===== src/rtl/minimig_mem_pkg.sv =====
// rtl/minimig_mem_pkg.sv - shared constants and state encoding for the Minimig memory bank access path
package minimig_mem_pkg;

    localparam int BANK_IDX_W = 3;
    localparam logic [BANK_IDX_W-1:0] KICK_BANK_IDX = 3'd7;

    typedef enum logic [1:0] {
        ST_IDLE   = 2'd0,
        ST_SETUP  = 2'd1,
        ST_STROBE = 2'd2,
        ST_DONE   = 2'd3
    } bank_state_t;

endpackage


===== src/rtl/minimig_bank_encode.sv =====
// rtl/minimig_bank_encode.sv - priority encoder for the bank select vector, lowest set bit wins
module minimig_bank_encode
    import minimig_mem_pkg::*;
(
    input  logic [7:0]            bank,
    output logic [BANK_IDX_W-1:0] index,
    output logic                  valid
);

    always_comb begin
        index = '0;
        valid = 1'b0;
        // Scan high to low so the lowest set bit is the last to write.
        for (int i = 7; i >= 0; i--) begin
            if (bank[i]) begin
                index = BANK_IDX_W'(i);
                valid = 1'b1;
            end
        end
    end

endmodule


===== src/rtl/minimig_bank_access.sv =====
// rtl/minimig_bank_access.sv - single-access RAM sequencer with bank decode and Kickstart write protect
module minimig_bank_access
    import minimig_mem_pkg::*;
#(
    parameter int WAIT_CYCLES = 2
) (
    input  logic        clk,
    input  logic        reset,
    input  logic [7:0]  bank,
    input  logic [17:0] addr,
    input  logic        req,
    input  logic        we,
    input  logic [1:0]  be,
    input  logic [15:0] wdata,
    input  logic        kick_wp,
    input  logic [15:0] mem_din,
    output logic [20:0] mem_addr,
    output logic        mem_cs,
    output logic        mem_oe,
    output logic        mem_we,
    output logic [1:0]  mem_be,
    output logic [15:0] mem_dout,
    output logic [15:0] rdata,
    output logic        ack,
    output logic        err,
    output logic        busy
);

    localparam logic [3:0] WAIT_LAST = 4'(WAIT_CYCLES - 1);

    bank_state_t           state, state_n;
    logic [3:0]            wait_cnt, wait_cnt_n;
    logic                  we_q, we_n;
    logic [BANK_IDX_W-1:0] enc_index;
    logic                  enc_valid;
    logic                  load, capture, err_n;
    logic                  cs_n, oe_n, mwe_n;

    minimig_bank_encode u_encode (
        .bank  (bank),
        .index (enc_index),
        .valid (enc_valid)
    );

    always_comb begin
        state_n    = state;
        wait_cnt_n = wait_cnt;
        load       = 1'b0;
        capture    = 1'b0;
        err_n      = 1'b0;
        case (state)
            ST_IDLE: begin
                if (req) begin
                    load = 1'b1;
                    if (!enc_valid) begin
                        state_n = ST_DONE;
                        err_n   = 1'b1;
                    end else if (we && kick_wp && enc_index == KICK_BANK_IDX) begin
                        state_n = ST_DONE;
                    end else begin
                        state_n = ST_SETUP;
                    end
                end
            end
            ST_SETUP: begin
                state_n    = ST_STROBE;
                wait_cnt_n = WAIT_LAST;
            end
            ST_STROBE: begin
                if (wait_cnt == 4'd0) begin
                    state_n = ST_DONE;
                    capture = !we_q;
                end else begin
                    wait_cnt_n = wait_cnt - 4'd1;
                end
            end
            ST_DONE: begin
                state_n = ST_IDLE;
            end
            default: state_n = ST_IDLE;
        endcase

        // Outputs are computed for the upcoming state so they come straight from flops.
        we_n  = load ? we : we_q;
        cs_n  = (state_n == ST_SETUP) || (state_n == ST_STROBE);
        oe_n  = cs_n && !we_n;
        mwe_n = (state_n == ST_STROBE) && we_n;
    end

    always_ff @(posedge clk or posedge reset) begin
        if (reset) begin
            state    <= ST_IDLE;
            wait_cnt <= 4'd0;
            we_q     <= 1'b0;
            mem_addr <= '0;
            mem_be   <= '0;
            mem_dout <= '0;
            rdata    <= '0;
            mem_cs   <= 1'b0;
            mem_oe   <= 1'b0;
            mem_we   <= 1'b0;
            ack      <= 1'b0;
            err      <= 1'b0;
            busy     <= 1'b0;
        end else begin
            state    <= state_n;
            wait_cnt <= wait_cnt_n;
            we_q     <= we_n;
            if (load) begin
                mem_addr <= {enc_index, addr};
                mem_be   <= be;
                mem_dout <= wdata;
            end
            if (capture) begin
                rdata <= mem_din;
            end
            mem_cs <= cs_n;
            mem_oe <= oe_n;
            mem_we <= mwe_n;
            ack    <= (state_n == ST_DONE);
            err    <= err_n;
            busy   <= (state_n != ST_IDLE);
        end
    end

endmodule


===== config.mk =====
export PLATFORM = sky130hd
export DESIGN_NAME = minimig_bank_access
export DESIGN_NICKNAME = d
export VERILOG_FILES = /design/src/rtl/minimig_mem_pkg.sv /design/src/rtl/minimig_bank_encode.sv /design/src/rtl/minimig_bank_access.sv
export SDC_FILE = /design/constraint.sdc
export NUM_CORES = 1
export LEC_CHECK = 0
export BUFFER_PORTS_ARGS = -buffer_cell sky130_fd_sc_hd__buf_2
export CAP_MARGIN = 15
export CORE_MARGIN = 10
export CORE_UTILIZATION = 47
export CTS_CLUSTER_SIZE = 10
export DETAILED_ROUTE_END_ITERATION = 7
export GPL_TIMING_DRIVEN = 0
export PLACE_DENSITY = 0.9
export SLEW_MARGIN = 10
export SYNTH_ARGS = -nofsm -noshare
export SYNTH_HDL_FRONTEND = slang
export SYNTH_SLANG_ARGS = --single-unit

===== constraint.sdc =====
create_clock -name clk -period 2.8 [get_ports clk]
set_input_delay 0.42 -clock clk [delete_from_list [all_inputs] [get_ports clk]]
set_output_delay 0.42 -clock clk [all_outputs]
set_load 0.03 [all_outputs]

==> reports/metrics.json <==
{
  "synth": {
    "syn_area_um2": 2894,
    "synth_cells": 194,
    "synth_area_leader_cell": "dfrtp_1",
    "synthesis.yosys.warnings": 0,
    "yosys_register_bits": 68,
    "syn-mean-instance-area_um2": 14.92,
    "syn-num-nets": 268,
    "synth.yosys.seq_area_share_pct": 58.80,
    "synthTopCellsByArea": "dfrtp_1 59%, mux2_2 16%, mux2_4 5.2%",
    "synth_top_area_share_pct": 58.80,
    "synth_cell_type_count": 34
  },
  "layout": {
    "commonest_non_fill_non_tap_cell_in_the_layout": "buf_2",
    "nets": 404,
    "multi_input_comb_area_um2": 1096,
    "finish.instance_area_um2": 3806,
    "antenna_cells": 0,
    "post_route_cells_drive_above_1_share_pct": 60.78,
    "area.sequential_um2": 1702,
    "area_growth_pct": 31.52,
    "commonest_cells_after_routing_fill_and_taps_aside": "126 x buf_2, 68 x dfrtp_1, 42 x mux2_2",
    "fillers": 464
  },
  "critical_path": {
    "crit_path_start_kind": "register",
    "worstPathMaxFanout": 5,
    "startpoint": "wait_cnt[0]$_DFFE_PP0P_",
    "worstReg2RegStart": "wait_cnt[0]$_DFFE_PP0P_",
    "worst-r2r-cell-count": 7,
    "worst-setup-path-type": "register to register",
    "critPathArrivalTime_ns": 2.26,
    "setup.worst_path.end_class": "register",
    "timing.critical_path.required_ns": 3.03
  },
  "timing": {
    "slew_headroom_pct": 46.50,
    "tightest_slew_ns": 0.8025,
    "max_freq_mhz": 492.7,
    "finalClockSkew_ns": 0.008609,
    "setup_total_negative_slack_ns": 0,
    "post-route-min-period_ns": 2.030,
    "maxSlewViolCount": 0,
    "timing.final.hold_violations": 0,
    "finalCritPeriodShare_pct": 72.48,
    "rsz0062_at_grt": "no",
    "setup-violations-final": 0
  },
  "floorplan": {
    "ios": 126,
    "core_area_um2": 5956,
    "rows": 28,
    "die_h_um": 98.47,
    "initial_utilization_pct": 48.59,
    "die_area_um2": 9696,
    "die_x_um": 98.47
  },
  "power_and_ir_drop": {
    "p_leak_nw": 1.878,
    "power.density_nw_per_um2": 1310,
    "vdd_ir_drop_max_uv": 828.4
  },
  "clock_network": {
    "clockRootBuffer": "clkbuf_8",
    "clock_sinks": 68,
    "cts_resized": 0,
    "clk_lat_worst_skew_ns": 0.33,
    "clockBufferDepth": 2,
    "cts_tree": "yes",
    "post-cts-setup-buffers": 0,
    "clkTransAtPathRegs_ns": 0.08,
    "cts_buffers": 9,
    "cts.htree.levels": 3,
    "holdBufCountCts": 0
  },
  "grt": {
    "grt_max_degree": 69,
    "grt.total_usage_pct": 13.90,
    "via_count_of_the_first_global_routing_pass": 2218,
    "grt_antenna_before_repair": 0,
    "global_route_wire_length_before_repair_mm": 11.08,
    "globalRouteOverflowTotal": 0
  },
  "worst_hold_path": {
    "hp-class": "input port to asynchronous set/reset pin"
  },
  "route": {
    "via_count": 1984,
    "drt_wl_total_mm": 6.705,
    "detailedRoute.firstPassIterationCount": 4,
    "routed_wire_length_per_instance_um": 16.39,
    "drcViolationCount": 0,
    "dr.first_iter.drc_count": 38,
    "route.antenna.remaining_nets": 0,
    "avgViaCountPerCell": 4.851
  },
  "placement": {
    "post_dp_cell_area_um2": 3616,
    "port_buffers": 125,
    "gp_congestion": 0.7242,
    "dp_hpwl_mm": 5.317
  },
  "run": {
    "max_cap_viols": 0
  },
  "outcome": {
    "status": "completed"
  }
}
per-stage QoR:
stage               power [mW]  hold slack (ns)  util, %  setup slack [ns]  instances
global route             5.317           0.2882    63.91            0.6363        409
global placement         4.192           0.4582    60.67          -0.05902        394
CTS                      5.069           0.2623    63.91            0.7482        409
finish                   4.985           0.2472    63.91            0.7705        409
detailed placement       4.278           0.4686    60.71            0.7611        394
floorplan                3.515           0.4935        -            0.6685        194
logic make-up after synthesis:
logic type	count (synthesis)	synth area share, %
DFF	68	58.80
muxes	56	22.91
and+or+nand+nor	27	6.399
AOI/OAI and AO/OA	19	4.367
buffers and inverters	14	3.329
adders and majority gates	9	3.891
xor gates and xnor gates	1	0.3027
sequential cells by signal, summed over array words and instances, names as in the netlist:
register,flops
busy,1
mem_addr,21
mem_we,1
err,1
we_q,1
state,2
rdata,16
mem_dout,16
ack,1
mem_cs,1
mem_be,2
mem_oe,1
wait_cnt,4
routing by layer:
metal / GRT usage (%) / wire (um)
met1: 15.87 / 2727
met5: 0 / 0
met4: 2.977 / 37
met2: 22.79 / 3291
met3: 7.193 / 649
final cells by class:
| class | count | share of cell area, % |
|---|---|---|
| tap | 75 | 2.465 |
| clock buffer | 9 | 3.254 |
| buffer | 6 | 1.742 |
| clock inverter | 6 | 1.742 |
| sequential | 68 | 44.71 |
| inverter | 8 | 0.8547 |
| multi-input combinational | 112 | 28.80 |
| timing repair buffer | 125 | 16.44 |
synth_stat cells:
cell / n
dfrtp_1: 68
buf_6: 3
a31oi_1: 1
nand3_1: 2
mux2i_1: 4
nand4bb_4: 1
a22o_1: 1
nor3_1: 4
o31a_1: 2
nor4_1: 1
buf_12: 1
xnor2_1: 1
or3b_2: 1
nand2_1: 6
ha_1: 9
o21a_1: 1
a21boi_0: 1
nand3b_1: 1
o311ai_0: 1
nor2b_1: 3
buf_4: 1
inv_1: 8
o41ai_1: 2
nor3b_1: 1
buf_2: 1
mux2_4: 10
and2_1: 2
nor2_8: 1
nor3b_2: 1
o31ai_1: 1
a21oi_1: 2
o21ai_0: 7
mux2_2: 42
nor2_1: 3
where the power goes:
part / switching, mW / internal, mW
Clock: 0.361 / 0.406
Combinational: 1.56 / 0.954
Sequential: 0.243 / 1.47
Total: 2.16 / 2.82
final timing paths:
check	end	slack [ns]
min	mem_dout[10]$_DFFE_PP0P_	0.25
max	mem_oe$_DFF_PP0_	0.77
max reg2reg	mem_oe$_DFF_PP0_	0.77
min in group clk	mem_addr[19]$_DFFE_PP0P_	0.30
max in group asynchronous	rdata[13]$_DFFE_PP0P_	2.03
min reg2reg	mem_addr[19]$_DFFE_PP0P_	0.48
critical path: stages, from the launching register on:
cell and delay [ns]:
dfrtp_1 0.39, inv_1 0.12, ha_1 0.24, nor3b_2 0.35, o21ai_0 0.16, o21a_1 0.22, ha_1 0.31, and2_1 0.14
Power figures use the tool's default switching activity.
